==> config.mk <==
export PLATFORM = sky130hd
export DESIGN_NAME = agex_branch_resolve_flat
export DESIGN_NICKNAME = d
export VERILOG_FILES = /design/src/rtl/agex_branch_resolve_pkg.sv /design/src/rtl/agex_branch_resolve_if.sv /design/src/rtl/agex_branch_resolve_br_cond_eval.sv /design/src/rtl/agex_branch_resolve.sv /design/src/flat_wrapper.sv
export SDC_FILE = /design/constraint.sdc
export NUM_CORES = 1
export LEC_CHECK = 0
export ABC_AREA = 1
export CORE_ASPECT_RATIO = 0.7
export CORE_MARGIN = 8
export CORE_UTILIZATION = 50
export CTS_CLUSTER_SIZE = 12
export DETAILED_ROUTE_END_ITERATION = 10
export MAX_ROUTING_LAYER = met4
export PLACE_DENSITY = 0.83
export SLEW_MARGIN = 10
export SYNTH_ARGS = -nofsm -noshare
export SYNTH_HDL_FRONTEND = slang
export SYNTH_HIERARCHICAL = 1
export SYNTH_SLANG_ARGS = --single-unit
==> constraint.sdc <==
create_clock -name clk -period 2.1 [get_ports clk]
set_clock_uncertainty 0.15 [all_clocks]
set_input_delay 0.42 -clock clk [delete_from_list [all_inputs] [get_ports clk]]
set_output_delay 0.42 -clock clk [all_outputs]
set_load 0.02 [all_outputs]
==> src/rtl/agex_branch_resolve_pkg.sv <==
// agex_branch_resolve shared types
// br_op encoding, hold FSM states and the AGEX->FE bundle
`ifndef FROM_AGEX_TO_FE_WIDTH
`define FROM_AGEX_TO_FE_WIDTH (3*DBITS+PHT_IDX_BITS+3)
`endif

package agex_branch_resolve_pkg;

  localparam int DBITS        = 32;
  localparam int PHT_IDX_BITS = 8;

  typedef enum logic [3:0] {
    NONE = 4'd0,
    BEQ  = 4'd1,
    BNE  = 4'd2,
    BLT  = 4'd3,
    BGE  = 4'd4,
    BLTU = 4'd5,
    BGEU = 4'd6,
    JAL  = 4'd7,
    JALR = 4'd8
  } br_op_e;

  typedef enum logic {
    IDLE = 1'b0,
    HELD = 1'b1
  } hold_state_e;

  localparam int FROM_AGEX_TO_FE_W =
    `FROM_AGEX_TO_FE_WIDTH;

  typedef struct packed {
    logic                    br_mispred;
    logic [DBITS-1:0]        br_target;
    logic                    update_bp;
    logic [DBITS-1:0]        btb_write_pc;
    logic [DBITS-1:0]        btb_write_target;
    logic [PHT_IDX_BITS-1:0] pht_update_index;
    logic                    br_taken;
  } from_agex_to_fe_t;

endpackage

==> src/rtl/agex_branch_resolve_if.sv <==
// agex_branch_resolve AGEX->FE bundle
// master = AGEX resolve unit, slave = FE
interface agex_branch_resolve_if #(
  parameter int DBITS =
    agex_branch_resolve_pkg::DBITS,
  parameter int PHT_IDX_BITS =
    agex_branch_resolve_pkg::PHT_IDX_BITS,
  parameter int CNT_BITS = 32
);

  logic                    br_mispred_o;
  logic [DBITS-1:0]        br_target_o;
  logic                    update_bp_o;
  logic [DBITS-1:0]        btb_write_pc_o;
  logic [DBITS-1:0]        btb_write_target_o;
  logic [PHT_IDX_BITS-1:0] pht_update_index_o;
  logic                    br_taken_o;
  logic                    kill_o;
  logic [CNT_BITS-1:0]     branch_cnt_o;
  logic [CNT_BITS-1:0]     mispred_cnt_o;

  modport master (
    output br_mispred_o,
    output br_target_o,
    output update_bp_o,
    output btb_write_pc_o,
    output btb_write_target_o,
    output pht_update_index_o,
    output br_taken_o,
    output kill_o,
    output branch_cnt_o,
    output mispred_cnt_o
  );

  modport slave (
    input br_mispred_o,
    input br_target_o,
    input update_bp_o,
    input btb_write_pc_o,
    input btb_write_target_o,
    input pht_update_index_o,
    input br_taken_o,
    input kill_o,
    input branch_cnt_o,
    input mispred_cnt_o
  );

endinterface

==> src/rtl/agex_branch_resolve_br_cond_eval.sv <==
// agex_branch_resolve condition evaluator
// direction compare and taken-target computation
module agex_branch_resolve_br_cond_eval #(
  parameter int DBITS = 32
) (
  input  agex_branch_resolve_pkg::br_op_e op,
  input  logic [DBITS-1:0] rs1,
  input  logic [DBITS-1:0] rs2,
  input  logic [DBITS-1:0] imm,
  input  logic [DBITS-1:0] pc,
  output logic             taken,
  output logic [DBITS-1:0] target
);
  import agex_branch_resolve_pkg::*;

  logic [DBITS-1:0] pc_tgt;
  logic [DBITS-1:0] reg_tgt;
  logic             lt_s;
  logic             lt_u;

  assign pc_tgt  = pc + imm;
  assign reg_tgt = rs1 + imm;
  assign lt_s    = $signed(rs1) < $signed(rs2);
  assign lt_u    = rs1 < rs2;

  always_comb begin
    taken  = 1'b0;
    target = pc_tgt;
    unique case (1'b1)
      (op == BEQ):  taken = (rs1 == rs2);
      (op == BNE):  taken = (rs1 != rs2);
      (op == BLT):  taken = lt_s;
      (op == BGE):  taken = !lt_s;
      (op == BLTU): taken = lt_u;
      (op == BGEU): taken = !lt_u;
      (op == JAL):  taken = 1'b1;
      (op == JALR): begin
        taken  = 1'b1;
        target = {reg_tgt[DBITS-1:1], 1'b0};
      end
      default: taken = 1'b0;
    endcase
  end

endmodule

==> src/rtl/agex_branch_resolve.sv <==
// agex_branch_resolve: AGEX branch resolution
// registered redirect/predictor-update pulses and stats
module agex_branch_resolve #(
  parameter int DBITS =
    agex_branch_resolve_pkg::DBITS,
  parameter int PHT_IDX_BITS =
    agex_branch_resolve_pkg::PHT_IDX_BITS,
  parameter int CNT_BITS = 32
) (
  input  logic                    clk,
  input  logic                    reset_n,
  input  logic                    valid_i,
  input  logic                    stall_i,
  input  logic [3:0]              br_op_i,
  input  logic [DBITS-1:0]        rs1_i,
  input  logic [DBITS-1:0]        rs2_i,
  input  logic [DBITS-1:0]        imm_i,
  input  logic [DBITS-1:0]        pc_i,
  input  logic [DBITS-1:0]        pcplus_i,
  input  logic [PHT_IDX_BITS-1:0] pht_index_i,
  input  logic [DBITS-1:0]        pred_next_pc_i,
  agex_branch_resolve_if.master   fe
);
  import agex_branch_resolve_pkg::*;

  hold_state_e      state_q;
  hold_state_e      state_d;
  br_op_e           op;
  logic             done;
  logic             is_br;
  logic             taken;
  logic             mispred;
  logic [DBITS-1:0] target;
  logic [DBITS-1:0] actual_next;

  assign op   = br_op_e'(br_op_i);
  assign done = (state_q == HELD);

  // a redirect pulse marks the current AGEX slot wrong-path
  assign fe.kill_o = fe.br_mispred_o;

  assign is_br = valid_i && (op != NONE) &&
                 !fe.kill_o && !done;

  agex_branch_resolve_br_cond_eval #(
    .DBITS (DBITS)
  ) u_cond (
    .op     (op),
    .rs1    (rs1_i),
    .rs2    (rs2_i),
    .imm    (imm_i),
    .pc     (pc_i),
    .taken  (taken),
    .target (target)
  );

  assign actual_next = taken ? target : pcplus_i;
  assign mispred = is_br &&
                   (actual_next != pred_next_pc_i);

  always_comb begin
    state_d = state_q;
    unique case (state_q)
      IDLE: if (is_br && stall_i) state_d = HELD;
      HELD: if (!stall_i || !valid_i) state_d = IDLE;
      default: state_d = IDLE;
    endcase
  end

  always_ff @(posedge clk or negedge reset_n) begin
    if (!reset_n) begin
      state_q               <= IDLE;
      fe.br_mispred_o       <= 1'b0;
      fe.br_target_o        <= '0;
      fe.update_bp_o        <= 1'b0;
      fe.btb_write_pc_o     <= '0;
      fe.btb_write_target_o <= '0;
      fe.pht_update_index_o <= '0;
      fe.br_taken_o         <= 1'b0;
      fe.branch_cnt_o       <= '0;
      fe.mispred_cnt_o      <= '0;
    end else begin
      state_q               <= state_d;
      fe.br_mispred_o       <= mispred;
      fe.br_target_o        <= mispred ? actual_next : '0;
      fe.update_bp_o        <= is_br;
      fe.btb_write_pc_o     <= is_br ? pc_i : '0;
      fe.btb_write_target_o <= is_br ? target : '0;
      fe.pht_update_index_o <= is_br ? pht_index_i : '0;
      fe.br_taken_o         <= is_br && taken;
      if (is_br)
        fe.branch_cnt_o <= fe.branch_cnt_o + 1'b1;
      if (mispred)
        fe.mispred_cnt_o <= fe.mispred_cnt_o + 1'b1;
    end
  end

endmodule
==> src/flat_wrapper.sv <==
// flat-port wrapper written by rule: the top's interface ports become plain ports
module agex_branch_resolve_flat import agex_branch_resolve_pkg::*;
#(
  parameter int DBITS =
    agex_branch_resolve_pkg::DBITS,
  parameter int PHT_IDX_BITS =
    agex_branch_resolve_pkg::PHT_IDX_BITS,
  parameter int CNT_BITS = 32
)
  (clk, reset_n, valid_i, stall_i, br_op_i, rs1_i, rs2_i, imm_i, pc_i, pcplus_i, pht_index_i, pred_next_pc_i, fe_br_mispred_o, fe_br_target_o, fe_update_bp_o, fe_btb_write_pc_o, fe_btb_write_target_o, fe_pht_update_index_o, fe_br_taken_o, fe_kill_o, fe_branch_cnt_o, fe_mispred_cnt_o);
  agex_branch_resolve_if #(.DBITS(DBITS), .PHT_IDX_BITS(PHT_IDX_BITS), .CNT_BITS(CNT_BITS)) fe_i ();
  input  logic clk;
  input  logic reset_n;
  input  logic valid_i;
  input  logic stall_i;
  input  logic [3:0] br_op_i;
  input  logic [DBITS-1:0] rs1_i;
  input  logic [DBITS-1:0] rs2_i;
  input  logic [DBITS-1:0] imm_i;
  input  logic [DBITS-1:0] pc_i;
  input  logic [DBITS-1:0] pcplus_i;
  input  logic [PHT_IDX_BITS-1:0] pht_index_i;
  input  logic [DBITS-1:0] pred_next_pc_i;
  output wire logic [$bits(fe_i.br_mispred_o)-1:0] fe_br_mispred_o;
  output wire logic [$bits(fe_i.br_target_o)-1:0] fe_br_target_o;
  output wire logic [$bits(fe_i.update_bp_o)-1:0] fe_update_bp_o;
  output wire logic [$bits(fe_i.btb_write_pc_o)-1:0] fe_btb_write_pc_o;
  output wire logic [$bits(fe_i.btb_write_target_o)-1:0] fe_btb_write_target_o;
  output wire logic [$bits(fe_i.pht_update_index_o)-1:0] fe_pht_update_index_o;
  output wire logic [$bits(fe_i.br_taken_o)-1:0] fe_br_taken_o;
  output wire logic [$bits(fe_i.kill_o)-1:0] fe_kill_o;
  output wire logic [$bits(fe_i.branch_cnt_o)-1:0] fe_branch_cnt_o;
  output wire logic [$bits(fe_i.mispred_cnt_o)-1:0] fe_mispred_cnt_o;
  assign fe_br_mispred_o = fe_i.br_mispred_o;
  assign fe_br_target_o = fe_i.br_target_o;
  assign fe_update_bp_o = fe_i.update_bp_o;
  assign fe_btb_write_pc_o = fe_i.btb_write_pc_o;
  assign fe_btb_write_target_o = fe_i.btb_write_target_o;
  assign fe_pht_update_index_o = fe_i.pht_update_index_o;
  assign fe_br_taken_o = fe_i.br_taken_o;
  assign fe_kill_o = fe_i.kill_o;
  assign fe_branch_cnt_o = fe_i.branch_cnt_o;
  assign fe_mispred_cnt_o = fe_i.mispred_cnt_o;
  agex_branch_resolve #(.DBITS(DBITS), .PHT_IDX_BITS(PHT_IDX_BITS), .CNT_BITS(CNT_BITS)) u_core (.clk(clk), .reset_n(reset_n), .valid_i(valid_i), .stall_i(stall_i), .br_op_i(br_op_i), .rs1_i(rs1_i), .rs2_i(rs2_i), .imm_i(imm_i), .pc_i(pc_i), .pcplus_i(pcplus_i), .pht_index_i(pht_index_i), .pred_next_pc_i(pred_next_pc_i), .fe(fe_i));
endmodule
==> run_results.csv, run 1 <==
group,metric,value,unit
outcome,status,"stopped before the end",
outcome,stop_stage,"global routing",
outcome,error_line,"[ERROR GRT-0232] Routing congestion too high. Check the congestion heatmap in the GUI.",
sta,worst_path_end_type,"register data pin",
synth,ys_seq_area_frac,0.3193,
clocking,cts_buffer_depth,2,
synth,synth_area,13480,µm²
floorplan,initial_core_util,0.5058,
synth,synth_ff_type,"dfrtp_1",
global_routing,gr-usage-all-layers,0.8522,
global_routing,grt_antenna_before_repair,22,
synth,async_reset_ff_frac,1.000,
clocking,cts_num_sinks,172,
synth,synth_seq_cells,172,
sta,grt-worst-endpoint,"u_core/fe.br_target_o[11]$_DFF_PN0_/D",
clocking,cts-htree-levels,4,
placed_design,gp_congestion,0.9899,
floorplan,die_w,212.3,µm
synth,yosys_warnings,6,
floorplan,rows,50,
global_routing,grt_max_degree,52,
synth,synthDistinctLibCells,38,
synth,synth-edff-count,0,
floorplan,die_height,153.4,µm
synth,synth.avg_cell_area,6.611,µm²
synth,syn_inst,2039,
placed_design,hpwl,49110,µm
placed_design,port_buffers,379,
global_routing,overflow,219,
floorplan,pin_count,380,
clocking,cts_inserted_buffers,17,
clocking,clockRootBuffer,"clkbuf_16",
synth,postSynthNetCount,2344,
==> synthesized netlist by cell type (all sizes together) (2+ instances only) <==
| cell type | number | area (µm²) |
|---|---|---|
| a21o | 7 | 52.55 |
| a21oi | 108 | 540.5 |
| a31oi | 2 | 12.51 |
| and3 | 13 | 81.33 |
| buf | 28 | 192.7 |
| clkbuf | 10 | 37.54 |
| dfrtp | 172 | 4304 |
| fa | 2 | 40.04 |
| ha | 95 | 1189 |
| inv | 279 | 1050 |
| nand2 | 636 | 2400 |
| nand3 | 142 | 710.7 |
| nand3b | 38 | 285.3 |
| nand4 | 28 | 181.4 |
| nor2 | 260 | 975.9 |
| nor3 | 49 | 256.5 |
| nor4 | 7 | 43.79 |
| o211ai | 2 | 15.01 |
| o21a | 10 | 75.07 |
| o21ai | 73 | 376.6 |
| o21bai | 4 | 30.03 |
| or2 | 7 | 43.79 |
| xnor2 | 25 | 219.0 |
| xor2 | 40 | 350.3 |
==> through the flow <==
stage | instance area, µm² | hold slack, ps | instances | setup TNS (ps) | setup slack (ps)
CTS | 22590 | 70.42 | 3140 | -74880 | -1175
detailed placement | 20150 | 199.8 | 3056 | -194350 | -2222
global placement | 20150 | 195.9 | 3056 | -181100 | -2100
floorplan | 13690 | -25.59 | 2039 | -57230 | -905.0
==> kinds of logic after synthesis <==
logic type               synth area share
AO/OA/AOI/OAI                     0.08177
multiplexers                    0.0007426
XOR/XNOR                          0.04223
adder cells (fa/ha/maj)           0.09115
AND/OR/NAND/NOR                    0.3699
buffers and inverters             0.09495
flip-flops                         0.3193
==> per-layer routing <==
metal	GRT overflow	track usage
met1	18	0.8454
met2	96	0.9274
met3	30	0.7953
met4	75	0.8000
met5	-	-
==> repair_timing <==
item,CTS
buffers inserted,44
setup endpoints to repair,161
hold endpoints to repair,34
hold buffers,1
pin swaps,92
cloned,7
resized for setup,677
==> run 2, diff against run 1 <==
--- a/config.mk
+++ b/config.mk
@@ -6,13 +6,10 @@
 export NUM_CORES = 1
 export LEC_CHECK = 0
 export ABC_AREA = 1
-export CORE_ASPECT_RATIO = 0.7
 export CORE_MARGIN = 8
-export CORE_UTILIZATION = 50
-export CTS_CLUSTER_SIZE = 12
+export CORE_UTILIZATION = 40
 export DETAILED_ROUTE_END_ITERATION = 10
-export MAX_ROUTING_LAYER = met4
-export PLACE_DENSITY = 0.83
+export PLACE_DENSITY_LB_ADDON = 0.15
 export SLEW_MARGIN = 10
 export SYNTH_ARGS = -nofsm -noshare
 export SYNTH_HDL_FRONTEND = slang
==> run 2 against run 1 <==
Compared with the run above:
- the flow now finishes, with violations (negative setup slack)
- area after synthesis stayed put
- synthesized cell count stayed put
==> run_results.csv, run 2 <==
group,metric,value,unit
synth,synthDistinctLibCells,38,
placed_design,dp.cells,3128,
placed_design,port_buffers,379,
clocking,cts_inserted_buffers,17,
clocking,clockRootBuffer,"clkbuf_16",
floorplan,die-area,39830,µm²
clocking,clkSlewWorstSetupHoldPaths,80,ps
sta,hold_viol_final,0,
global_routing,grt_pass1_wl,85690,µm
sta,period_share,1.633,
finish,final-seq-area,4304,µm²
detailed_routing,via_count,16950,
synth,postSynthNetCount,2344,
synth,synth_ff_type,"dfrtp_1",
finish,fin_util,0.7322,
finish,layout_common_cells,"nand2_1 (492), buf_4 (297), inv_1 (221)",
synth,yosysTopAreaCell,"dfrtp_1",
sta,fin_tns_setup,-84460,ps
synth,yosysMostFrequentCell,"nand2_1",
clocking,cts_num_sinks,172,
finish,final_cells,3233,
setup_path,slowest_delay,270,ps
global_routing,grt_max_degree,67,
pwr,power_switching_share,0.3776,
synth,ys_seq_area_frac,0.3193,
placed_design,gp_congestion,0.9535,
pwr,clock_power_share,0.252,
synth,syn_inst,2039,
floorplan,die_w,199.6,µm
setup_path,crit_path_max_fanout,10,
pwr,finalPower,13.43,mW
finish,multi_input_area,10750,µm²
setup_path,critPathKind,"primary input to flop",
global_routing,gr-usage-all-layers,0.2745,
synth,synth_area_leaders,"dfrtp_1 (32%), nand2_1 (18%), ha_1 (8.8%)",
sta,drv_slew,0,
setup_path,cp-end-kind,"flop",
pwr,switching_power,5.070,mW
setup_path,rr_startpoint,"u_core/fe.mispred_cnt_o[0]",
setup_path,worstPathArrival,3630,ps
detailed_routing,via_per_inst,5.243,
clocking,cts_tree,"built",
job,maxCapViolCount,0,
sta,rsz0062_at_grt,"yes",
detailed_routing,post-route-drc-count,0,
sta,finalSetupViolCount,75,
worst_hold_path,hold_start,"pc_i[0]",
sta,worst_pin_slew,442.2,ps
finish,fill_cells,2601,
detailed_routing,wirelength,61500,µm
global_routing,grt_antenna_before_repair,10,
synth,synth-edff-count,0,
pwr,p_int,8.358,mW
detailed_routing,ant_nets,0,
finish,final_common_cell,"nand2_1",
setup_path,critPathSlowestCell,"ha_4",
synth,synth_commonest_cells,"nand2_1 (633), inv_1 (277), nor2_1 (260), dfrtp_1 (172), nand3_1 (142)",
sta,fin_crit,3430,ps
finish,layout-drive-gt1-share,0.3447,
detailed_routing,drt-pass1-iter-count,7,
setup_path,r2r_setup_slack,120,ps
pwr,p_seq_frac,0.287,
pwr,power_frac_comb,0.461,
detailed_routing,routedWlPerCell,19.02,µm
floorplan,initial_core_util,0.4040,
synth,netlist.area_leader.share,0.3193,
pwr,powerDensity,549.7,nW/µm²
worst_hold_path,min_path_type,"primary input to flop",
setup_path,start_kind,"primary input",
clocking,cts-htree-levels,4,
clocking,worstSkewPairLatency,450,ps
placed_design,hpwl,45740,µm
outcome,violations,"negative setup slack",
synth,synth_seq_cells,172,
synth,async_reset_ff_frac,1.000,
setup_path,cp.required,2300,ps
global_routing,overflow,0,
synth,synth.avg_cell_area,6.611,µm²
sta,hold_ws,21.55,ps
setup_path,cp-startpoint,"rs1_i[5]",
floorplan,rows,67,
sta,slew_headroom,0.7029,
floorplan,die_height,199.6,µm
finish,final_nets,3068,
sta,fin_ws,-1330,ps
sta,fmax,291.6,MHz
synth,yosys_warnings,6,
global_routing,grt_pass1_vias,16389,
pwr,ir_drop,0.6398,mV
floorplan,pin_count,380,
finish,area_growth,81.22,%
pwr,leakage,12.80,nW
outcome,status,"complete, but fails checks",
synth,synth_area,13480,µm²
detailed_routing,drtIter0Drc,1181,
floorplan,core,33360,µm²
clocking,cts_buffer_depth,2,
run 2: cell counts after synthesis:
No cell type changed its count.
run 2: cell type report:
| cell class | count | share of cell area |
|---|---|---|
| Clock buffer | 18 | 0.01798 |
| Timing Repair Buffer | 741 | 0.2893 |
| Tap cell | 448 | 0.02294 |
| Antenna cell | 9 | 0.0009219 |
| Inverter | 279 | 0.04451 |
| Timing Repair inverter | 2 | 0.0007170 |
| Clock inverter | 14 | 0.007221 |
| Multi-Input combinational cell | 1550 | 0.4402 |
| Sequential cell | 172 | 0.1762 |
run 2: worst max-delay path: cells and delay by family:
kind / cells / cell delay [ps]
simple gates: 17 / 1980
buf+inv: 6 / 870
fa+ha+maj: 1 / 270
compound gates: 1 / 80
run 2: path summary, 6_finish.rpt:
kind | to | depth (start not counted)
worst max-delay path | u_core/fe.br_target_o[24] | 25
worst min-delay path | u_core/fe.btb_write_pc_o[0] | 3
worst max register to register | u_core/fe.mispred_cnt_o[24] | 8
worst min register to register | u_core/done | 2
max in group asynchronous | u_core/fe.mispred_cnt_o[19] | 3
min in group asynchronous | u_core/fe.branch_cnt_o[9] | 2
run 2: power by group through the flow:
stage	clock [mW]	sequential (mW)	combinational, mW
global route	3.57	3.89	6.59
global placement	0	3.90	4.78
CTS	3.45	3.84	5.11
detailed placement	0	3.90	4.86
floorplan	0	4.21	1.92
finish	3.39	3.85	6.19
run 2: per-layer routing:
| metal | share of wire | GRT usage |
|---|---|---|
| met3 | 0.066 | 0.05019 |
| met5 | 0.00034 | 0 |
| met4 | 0.037 | 0.1022 |
| met1 | 0.40 | 0.3320 |
| met2 | 0.50 | 0.4798 |
run 2: metrics by stage:
stage | area, µm² | worst slack, ps
3_3_place_gp | 20180 | -2202
2_1_floorplan | 13690 | -905.0
3_5_place_dp | 20180 | -2310
6_report | 24430 | -1330
5_1_grt | 24420 | -1414
4_1_cts | 21450 | -1433
run 2: repair_timing:
item,4_1_cts,5_1_grt
hold buffers,1,0
buffers inserted,19,45
cloned,5,4
resized for setup,214,799
endpoints found under the hold margin,32,0
pin swaps,39,212
setup endpoints to repair,162,161
run 2: kinds of logic (layout without fill, tap and decap cells):
logic type,after synthesis,after routing,synth area share
adders and majority gates,97,97,0.09115
DFF,172,172,0.3193
AOI/OAI and AO/OA,206,206,0.08177
buffers and inverters,317,1054,0.09495
muxes,1,1,0.0007426
and+or+nand+nor,1181,1181,0.3699
xor gates and xnor gates,65,65,0.04223
other,0,9,0
(Power assumes the default switching activity.)
==> run 3, diff against run 2 <==
--- a/config.mk
+++ b/config.mk
@@ -15,3 +15,4 @@
 export SYNTH_HDL_FRONTEND = slang
 export SYNTH_HIERARCHICAL = 1
 export SYNTH_SLANG_ARGS = --single-unit
+export TNS_END_PERCENT = 5
==> constraint.sdc (replaced) <==
create_clock -name clk -period 4.2 [get_ports clk]
set_clock_uncertainty 0.15 [all_clocks]
set_input_delay 0.84 -clock clk [delete_from_list [all_inputs] [get_ports clk]]
set_output_delay 0.84 -clock clk [all_outputs]
set_load 0.02 [all_outputs]
==> run 3 against run 2 <==
Compared with the run above:
- the flow now finishes without violations
- first-iteration DRC count down 15%
- sequential cell count unchanged
- register-to-register slack improved by 1700 ps
- non-clock buffer count is 70 lower
- core utilization decreased by 7.2 points
- die area did not move
- sequential power shrank 50%
- total power shrank 54%
- routed wire length down 8.0%
- critical endpoint is now u_core/fe.br_target_o[26]
- highest routed layer is now met4
==> run_results.csv, run 3 (synthesis gave the netlist of run 2 again) <==
group,metric,value,unit
pwr,finalPower,6.161,mW
sta,slew_headroom,0.5293,
setup_path,worst_r2r_path_depth,8,
detailed_routing,drt-pass1-iter-count,6,
setup_path,crit_path_max_fanout,8,
global_routing,grt_antenna_before_repair,6,
floorplan,die_w,199.6,µm
global_routing,grt_max_degree,84,
floorplan,core,33360,µm²
global_routing,grt_util_met2,0.4685,
setup_path,cp-end-kind,"flop",
sta,fin_crit,4121,ps
sta,worst_pin_slew,706.0,ps
clocking,clockRootBuffer,"clkbuf_16",
finish,multi_input_area,9031,µm²
finish,final_cells,3158,
setup_path,rr_startpoint,"u_core/fe.br_mispred_o",
detailed_routing,drtIter0Drc,1008,
placed_design,hpwl,45010,µm
sta,hold_ws,272.3,ps
placed_design,port_buffers,379,
finish,final-seq-area,4304,µm²
sta,period_share,0.9812,
detailed_routing,ant_nets,0,
clocking,cts_num_sinks,172,
detailed_routing,via_count,15873,
placed_design,gp_congestion,0.9577,
sta,fmax,242.7,MHz
placed_design,dpl_worst_slack,-577.9,ps
setup_path,start_kind,"primary input",
detailed_routing,routedWlPerCell,17.91,µm
setup_path,slowest_delay,460,ps
setup_path,r2r_setup_slack,1850,ps
global_routing,grt_pass1_wl,83010,µm
floorplan,die-area,39830,µm²
global_routing,top_usage_layer,"met2",
clocking,cts-htree-levels,4,
setup_path,cp.required,4390,ps
clocking,cts_inserted_buffers,17,
finish,final_nets,2996,
pwr,ir_drop,0.2654,mV
outcome,status,"completed",
clocking,postCtsHoldBufs,0,
detailed_routing,wirelength,56570,µm
sta,drv_slew,0,
global_routing,grt_pass1_vias,15592,
setup_path,critPathSlowestCell,"clkdlybuf4s50_1",
clocking,cts_buffer_depth,2,
sta,fin_tns_setup,0,ps
global_routing,overflow,0,
pwr,powerDensity,279.6,nW/µm²
placed_design,dp.cells,3096,
worst_hold_path,min_path_type,"primary input to asynchronous set/reset pin",
setup_path,critPathKind,"primary input to flop",
sta,finalSetupViolCount,0,
detailed_routing,post-route-drc-count,0,
global_routing,gr-usage-all-layers,0.2689,
finish,layout-drive-gt1-share,0.2071,
finish,final_common_cell,"nand2_1",
sta,fin_ws,78.88,ps
job,maxCapViolCount,0,
global_routing,grtUsageMet3,0.04463,
sta,hold_viol_final,0,
setup_path,timing.rr.end,"u_core/fe.mispred_cnt_o[12]",
clocking,clkSlewWorstSetupHoldPaths,90,ps
detailed_routing,via_per_inst,5.026,
pwr,leakage,11.30,nW
floorplan,initial_core_util,0.4040,
finish,fill_cells,2954,
floorplan,die_height,199.6,µm
floorplan,pin_count,380,
finish,area_growth,63.48,%
finish,layout_common_cells,"nand2_1 (578), clkdlybuf4s50_1 (319), buf_4 (263)",
floorplan,rows,67,
clocking,worstSkewPairLatency,450,ps
clocking,cts_tree,"built",
setup_path,worstPathArrival,4310,ps
setup_path,crit_path_frequent_cell,"nand2_1",
global_routing,grtUsageMet1,0.3320,
## run 3: cell count changes in the layout (fill, tap and decap cells not counted), sizes merged, moves of 3 or more
cell | previous run | this run
clkdlybuf4s50 | 189 | 319
diode | 9 | 6
dlygate4sd2 | 42 | 1
dlymetal6s2s | 100 | 58
clkinvlp | 0 | 5
clkbuf | 49 | 25
inv | 289 | 286
buf | 378 | 285
## run 3: metrics by stage
step	utilization	area, µm²
floorplan	-	13480
global placement	0.5918	19750
detailed placement	0.5918	19750
CTS	0.6156	20540
global route	0.6604	22030
finish	0.6605	22040
## run 3: how the worst max path moves through the flow
stage	from	end	slack (ps)	cells past startpoint
after CTS	rs2_i[5]	u_core/fe.mispred_cnt_o[17]	-60	27
after global placement	rs2_i[7]	u_core/fe.mispred_cnt_o[26]	-540	27
final	rs1_i[26]	u_core/fe.br_target_o[26]	80	27
after global routing	rs1_i[25]	u_core/fe.br_target_o[28]	-60	26
after floorplan	rs2_i[31]	u_core/fe.br_target_o[20]	620	26
after detailed placement	rs2_i[7]	u_core/fe.mispred_cnt_o[10]	-580	27
## run 3: final cells by class
type                    count  share of cell area
repair buffers            671              0.2947
inverters                 279             0.04786
flip-flops and latches    172              0.1953
clock buffers              17             0.01930
clock inverters            15            0.006927
multi-input cells        1550              0.4098
diodes                      6           0.0006813
well taps                 448             0.02544
## run 3: worst max-delay path, delay by kind of cell
kind,cells,cell delay (ps)
buffers and inverters,6,1210
and+or+nand+nor,20,1890
adders and majority gates,1,340
## run 3: where the power goes
part           internal (mW)  switching (mW)  total (mW)  leakage (nW)
Sequential              1.80           0.107        1.91          2.31
Combinational           1.28            1.39        2.67          8.72
Clock                  0.790           0.793        1.58         0.267
## run 3: routing by layer
layer,wire length [µm],part of all wire
met5,0,0
met4,1616,0.029
met3,3427,0.061
met2,28120,0.50
met1,23410,0.41
## run 3: what timing repair did
action,in CTS,in global routing
setup endpoints to repair,64,65
buffers inserted,4,12
hold endpoints to repair,0,0
pin swaps,9,86
gates cloned,3,8
gates resized for setup,25,301
